`config.mk`:
```
export PLATFORM = sky130hd
export DESIGN_NAME = uart_password_lock
export DESIGN_NICKNAME = d
export VERILOG_FILES = /design/src/rtl/uart_password_lock.sv
export SDC_FILE = /design/constraint.sdc
export NUM_CORES = 1
export LEC_CHECK = 0
export ABC_CLOCK_PERIOD_IN_PS = 4050
export CAP_MARGIN = 40
export CORE_ASPECT_RATIO = 0.75
export CORE_MARGIN = 1.5
export CORE_UTILIZATION = 45
export CTS_BUF_LIST = sky130_fd_sc_hd__clkbuf_8
export DETAILED_ROUTE_END_ITERATION = 8
export REMOVE_ABC_BUFFERS = 1
export SYNTH_ARGS = -nofsm -noshare
export SYNTH_HDL_FRONTEND = slang
export SYNTH_SLANG_ARGS = --single-unit
```
`constraint.sdc`:
```
create_clock -name clk -period 4.05 [get_ports clk]
set_input_delay 0.81 -clock clk [delete_from_list [all_inputs] [get_ports clk]]
set_output_delay 0.81 -clock clk [all_outputs]
set_load 0.01 [all_outputs]
```
`src/rtl/uart_password_lock.sv`:
```
// 8N1 UART receiver feeding an 8-byte password comparator that drives active-low status LEDs.
// Optional LOCKOUT_EN: permanent lockout with a blinking red LED after MAX_FAILS bad attempts.
module uart_password_lock #(
    parameter int          CLK_HZ    = 12000000,
    parameter int          BAUD      = 115200,
    parameter logic [63:0] PASSWORD  = 64'h3231656d6b636168,
    parameter int          MAX_FAILS = 3
) (
    input  logic       clk,
    input  logic       reset,
    input  logic       uart,
    output logic       led_green,
    output logic       led_red,
    output logic       rx_valid,
    output logic [7:0] rx_data,
    output logic       frame_err
);
    localparam int BAUD_P = CLK_HZ / BAUD;
    localparam int CW     = (BAUD_P > 2) ? $clog2(BAUD_P) : 1;
    localparam int FW     = $clog2(MAX_FAILS + 1);
    localparam logic [CW-1:0] HALF = CW'(BAUD_P / 2 - 1);
    localparam logic [CW-1:0] FULL = CW'(BAUD_P - 1);

    typedef enum logic [2:0] {IDLE, START, DATA, STOP, BREAK} state_t;

    state_t        state, state_nx;
    logic          sync1, rx_s;
    logic [CW-1:0] cnt, cnt_nx;
    logic [2:0]    idx, idx_nx;
    logic [7:0]    shift, shift_nx;
    logic          valid_nx, ferr_nx;

    always_ff @(posedge clk or posedge reset) begin
        if (reset) begin
            sync1 <= 1'b1;
            rx_s  <= 1'b1;
        end else begin
            sync1 <= uart;
            rx_s  <= sync1;
        end
    end

    always_ff @(posedge clk or posedge reset) begin
        if (reset) begin
            state     <= IDLE;
            cnt       <= '0;
            idx       <= '0;
            shift     <= '0;
            rx_valid  <= 1'b0;
            frame_err <= 1'b0;
            rx_data   <= '0;
        end else begin
            state     <= state_nx;
            cnt       <= cnt_nx;
            idx       <= idx_nx;
            shift     <= shift_nx;
            rx_valid  <= valid_nx;
            frame_err <= ferr_nx;
            if (valid_nx)
                rx_data <= shift;
        end
    end

    always_comb begin
        state_nx = state;
        cnt_nx   = cnt + 1'b1;
        idx_nx   = idx;
        shift_nx = shift;
        valid_nx = 1'b0;
        ferr_nx  = 1'b0;
        case (state)
            IDLE: begin
                cnt_nx = '0;
                if (!rx_s)
                    state_nx = START;
            end
            START: begin
                // A line that is high again at mid start bit was only a glitch.
                if (cnt == HALF) begin
                    cnt_nx   = '0;
                    idx_nx   = '0;
                    state_nx = rx_s ? IDLE : DATA;
                end
            end
            DATA: begin
                if (cnt == FULL) begin
                    cnt_nx        = '0;
                    shift_nx[idx] = rx_s;
                    idx_nx        = idx + 1'b1;
                    if (idx == 3'd7)
                        state_nx = STOP;
                end
            end
            STOP: begin
                if (cnt == FULL) begin
                    cnt_nx = '0;
                    if (rx_s) begin
                        valid_nx = 1'b1;
                        state_nx = IDLE;
                    end else begin
                        ferr_nx  = 1'b1;
                        state_nx = BREAK;
                    end
                end
            end
            BREAK: begin
                // Hold off until the line idles so a held-low break is not seen as a start.
                cnt_nx = '0;
                if (rx_s)
                    state_nx = IDLE;
            end
            default: state_nx = IDLE;
        endcase
    end

    logic [63:0]   attempt;
    logic [63:0]   full_attempt;
    logic [2:0]    byte_cnt;
    logic [FW-1:0] fail_cnt;
    logic          unlocked;
    logic          match;
    logic          locked_out;

    assign full_attempt = {rx_data, attempt[55:0]};
    assign match        = (full_attempt == PASSWORD);

`ifdef LOCKOUT_EN
    assign locked_out = !unlocked && (fail_cnt >= FW'(MAX_FAILS));
`else
    assign locked_out = 1'b0;
`endif

    always_ff @(posedge clk or posedge reset) begin
        if (reset) begin
            attempt  <= '0;
            byte_cnt <= '0;
            fail_cnt <= '0;
            unlocked <= 1'b0;
        end else if (frame_err) begin
            byte_cnt <= '0;
        end else if (rx_valid) begin
            attempt[{byte_cnt, 3'b000} +: 8] <= rx_data;
            byte_cnt                         <= byte_cnt + 1'b1;
            if (byte_cnt == 3'd7) begin
                if (match && !locked_out)
                    unlocked <= 1'b1;
                else if (!match && fail_cnt != FW'(MAX_FAILS))
                    fail_cnt <= fail_cnt + 1'b1;
            end
        end
    end

    assign led_green = ~unlocked;

`ifdef LOCKOUT_EN
    logic [21:0] blink_cnt;
    logic        blink;

    always_ff @(posedge clk or posedge reset) begin
        if (reset) begin
            blink_cnt <= '0;
            blink     <= 1'b0;
        end else if (!locked_out) begin
            blink_cnt <= '0;
            blink     <= 1'b0;
        end else begin
            blink_cnt <= blink_cnt + 1'b1;
            if (&blink_cnt)
                blink <= ~blink;
        end
    end

    assign led_red = locked_out ? blink : unlocked;
`else
    assign led_red = unlocked;
`endif

endmodule

```
==> key figures <==
Outcome
  • Status: completed

Clocking
  • Number of instances resized during post-cts repair: 0
  • H-tree depth: 3
  • Clock root buffer: clkbuf_8
  • Clock buffers created by TritonCTS: 9
  • Clock tree buffer depth: 2
  • Post-CTS setup repair buffer count: 0
  • Number of sinks on the clock net: 93
  • Cts hold-fix bufs: 0
  • Clock latency on the worst-skew pair: roughly 0.36 ns
  • TritonCTS clock tree: built
  • Clock transition time at the flip-flop clock pins of the worst setup and hold paths: about 0.09 ns

STA
  • Transition at the pin with the smallest max-transition slack: ~0.9 ns
  • Worst clock skew on the final layout: between 0.01 and 0.015 ns
  • Final Cycle Share: 0.663
  • Setup-violating endpoint count in the final report: 0
  • Maximum operating frequency: 372 MHz
  • Total negative slack for setup checks: 0 ns
  • Fin. max-slew vios: 0
  • Final count of hold timing violations: 0
  • Minimum clock period after layout: about 2.7 ns
  • RSZ-0062 raised after global routing: false
  • Worst-case headroom to the max-slew limit: 0.412

Global route
  • Antenna violations before repair: 0
  • First-pass GRT wire length: between 10000 and 15000 microns
  • Overflow left after global routing: 0
  • Global-route usage over all layers: 0.196
  • Maximum number of pins on one net before global-route repair: 31
  • Vias in the first global route: about 2.7k

Worst setup path
  • Cell type with the highest occurrence count on the critical path: ha_1
  • Launch instance of the worst register-to-register path: byte_cnt[0]
  • Cell at the slowest stage of the critical path: dfrtp_1
  • Worst-path cell chain: inv_1 -> ha_1 -> ha_1 -> nor4b_1 -> nand3_2 -> mux2_2
  • Crit path launch: byte_cnt[0]
  • Critical Path Max Stage Delay: 0.64 ns
  • Largest fanout on the critical path: 15
  • Sort of element at the start of the critical path: register
  • CP Data Required Time: between 4 and 5 ns
  • Crit path DAT: 2.93 ns
  • Endpoint type of the worst setup path: register
  • Critical path class: register to register

Placed design
  • Port Buffers: 14
  • Routability Congestion: 0.769
  • Post-detail-place hpwl: 6150 microns

Route
  • Detailed-route DRC error count: 0
  • Total Wirelength: ~8900 microns
  • Per-cell routed wire length: between 15 and 20 microns
  • Starting DRC count in detailed routing: ~150
  • Post-detailed-route count of antenna-violating nets: 0
  • Average via count per standard cell: 5.45
  • Vias: about 2.6k
  • 1st-pass router iterations: 4

Floorplanning
  • Count of standard-cell rows: 30
  • Standard cell core area: 9120 sq um
  • Vertical die dimension: 87.1 microns
  • DIE AREA: 10000 sq um
  • Die Wd: around 120 microns
  • Boundary Pins: 15
  • Starting utilization of the core area: 0.465

Final layout
  • Nets: 365
  • Fraction of layout cells with a size suffix above 1: 0.261
  • Area occupied by multi-input gates: roughly 1800 sq um
  • Diodes inserted: 0
  • Filler instances: 815
  • Layout area overhead: 11.4%
  • Core Util, Final: 0.518
  • Area of all sequential standard cells: 2330 sq um

Yosys
  • Flop and latch count out of synthesis: 93
  • Post-Syn Instances: around 340
  • Seq/Total Area, Yosys: 0.549
  • Mean Syn Cell Area: 12.7 sq um
  • Cell area after technology mapping: between 4000 and 5000 sq um
  • Distinct cells, synth: 46
  • Commonest register cell after synthesis: dfrtp_1
  • Asr flop ratio synth: 1.00
  • EDFF count, synth: 0
  • Yosys warns: 0

Pwr
  • Leakage power total: about 2.2 nW
  • Max VDD drop: between 0.15 and 0.2 mV
  • Power per cell area: 343 nW/um^2

Min path
  • Min-Delay Path Class: register to register
  • Worst Min Path Start: sync1

Run
  • Number of max-cap violations: 0
[stage by stage]
step | hold WS, ns | instances | setup slack, ns | power (mW) | area, sq um
5_1_grt | 0.370 | 484 | 1.10 | 1.69 | 4730
3_5_place_dp | 0.347 | 468 | 1.37 | 0.975 | 4510
3_3_place_gp | 0.346 | 468 | 1.52 | 0.974 | 4510
6_report | 0.359 | 484 | 1.36 | 1.62 | 4730
2_1_floorplan | 0.345 | 323 | 0.823 | 0.964 | 4190
4_1_cts | 0.361 | 484 | 1.37 | 1.65 | 4730
[critical path, delay by kind of cell, from the launching register on]
kind,cells,cell delay [ns]
fa+ha+maj,2,0.83
flops,1,0.64
simple gates,2,0.59
mux,1,0.33
buf+inv,1,0.18
[cells in the final DEF, fill, tap and decap left out, drive strengths merged, types with 2 or more instances in the layout]
cell           netlist  routed
dfrtp               91      91
mux2                62      62
nand2               25      25
clkdlybuf4s50        0      14
inv                 10      11
ha                  11      11
nor2                10      10
nand4               10      10
o21ai                9       9
clkbuf               4       9
nor3                 9       9
and3                 8       8
and2                 8       8
nand3                8       8
nor4                 7       7
nor4bb               6       6
nor4b                5       5
nor3b                5       5
mux2i                4       4
a21oi                4       4
xnor2                4       4
nand4b               3       3
a22oi                3       3
o22ai                3       3
buf                  8       3
and4b                3       3
clkinv               0       3
and2b                2       2
or3                  2       2
xor2                 2       2
bufinv               0       2
dfstp                2       2
[registers in the layout, indices dropped and copies added (netlist names)]
name / flops
attempt: 56
rx_data: 8
shift: 8
cnt: 7
byte_cnt: 3
idx: 3
state: 3
frame_err: 1
led_red: 1
rx_s: 1
rx_valid: 1
sync1: 1
[report_power, final]
| group | internal (mW) | leakage [nW] | switching [mW] |
|---|---|---|---|
| clock network | 0.345 | 0.112 | 0.321 |
| logic | 0.00415 | 0.801 | 0.0187 |
| registers | 0.930 | 1.28 | 0.00217 |
| total | 1.28 | 2.19 | 0.342 |
[cell type report]
class,instances,area share
flip-flops and latches,93,0.493
repair buffers,17,0.0344
multi-input cells,220,0.385
clock inverters,7,0.0196
well taps,128,0.0339
inverters,10,0.00821
clock buffers,9,0.0262
[cell families after synthesis]
kind of cell | count (synthesis) | synth area share
buf+inv | 22 | 0.0227
simple gates | 114 | 0.176
flops | 93 | 0.549
mux | 66 | 0.174
xor+xnor | 6 | 0.0124
compound gates | 23 | 0.0333
fa+ha+maj | 11 | 0.0324
[final timing paths]
| check | end | slack (ns) | cells past startpoint |
|---|---|---|---|
| worst max-delay path | attempt[39] | 1.36 | 6 |
| worst min-delay path | rx_s | 0.36 | 0 |
| worst max register to register | attempt[39] | 1.36 | 6 |
| worst min register to register | rx_s | 0.36 | 0 |
| max in group asynchronous | attempt[33] | 2.50 | 3 |
| min in group asynchronous | state[2] | 0.79 | 2 |
[synthesized netlist by cell type, types with 2 or more instances]
master    count  area, sq um
mux2_2       62          698
and2_1        8         50.1
mux2i_1       4         40.0
buf_4         2         15.0
nand2_1      24         90.1
buf_2         5         25.0
inv_1        10         37.5
nand4_1       8         50.1
xnor2_1       4         35.0
nor4_1        7         43.8
clkbuf_1      4         15.0
a21oi_1       4         20.0
o21ai_0       9         45.0
nor2_1       10         37.5
or3_1         2         12.5
dfstp_2       2         52.6
and3_1        8         50.1
nand4_2       2         25.0
and4b_2       2         22.5
nand4b_1      3         26.3
nor3b_4       2         37.5
o22ai_1       3         18.8
nand3_1       6         30.0
nor3b_1       2         15.0
xor2_1        2         17.5
a22oi_1       3         22.5
nor3_1        8         40.0
and2b_1       2         15.0
dfrtp_1      91         2280
nor4b_1       5         43.8
nor4bb_1      6         60.1
ha_1         11          138
[per-layer routing]
layer,track usage,share of wire
met1,0.291,0.51
met3,0.0515,0.034
met2,0.284,0.45
met5,0,0
met4,0.0550,0.010
Note: power is estimated with default switching activity, not from simulation.
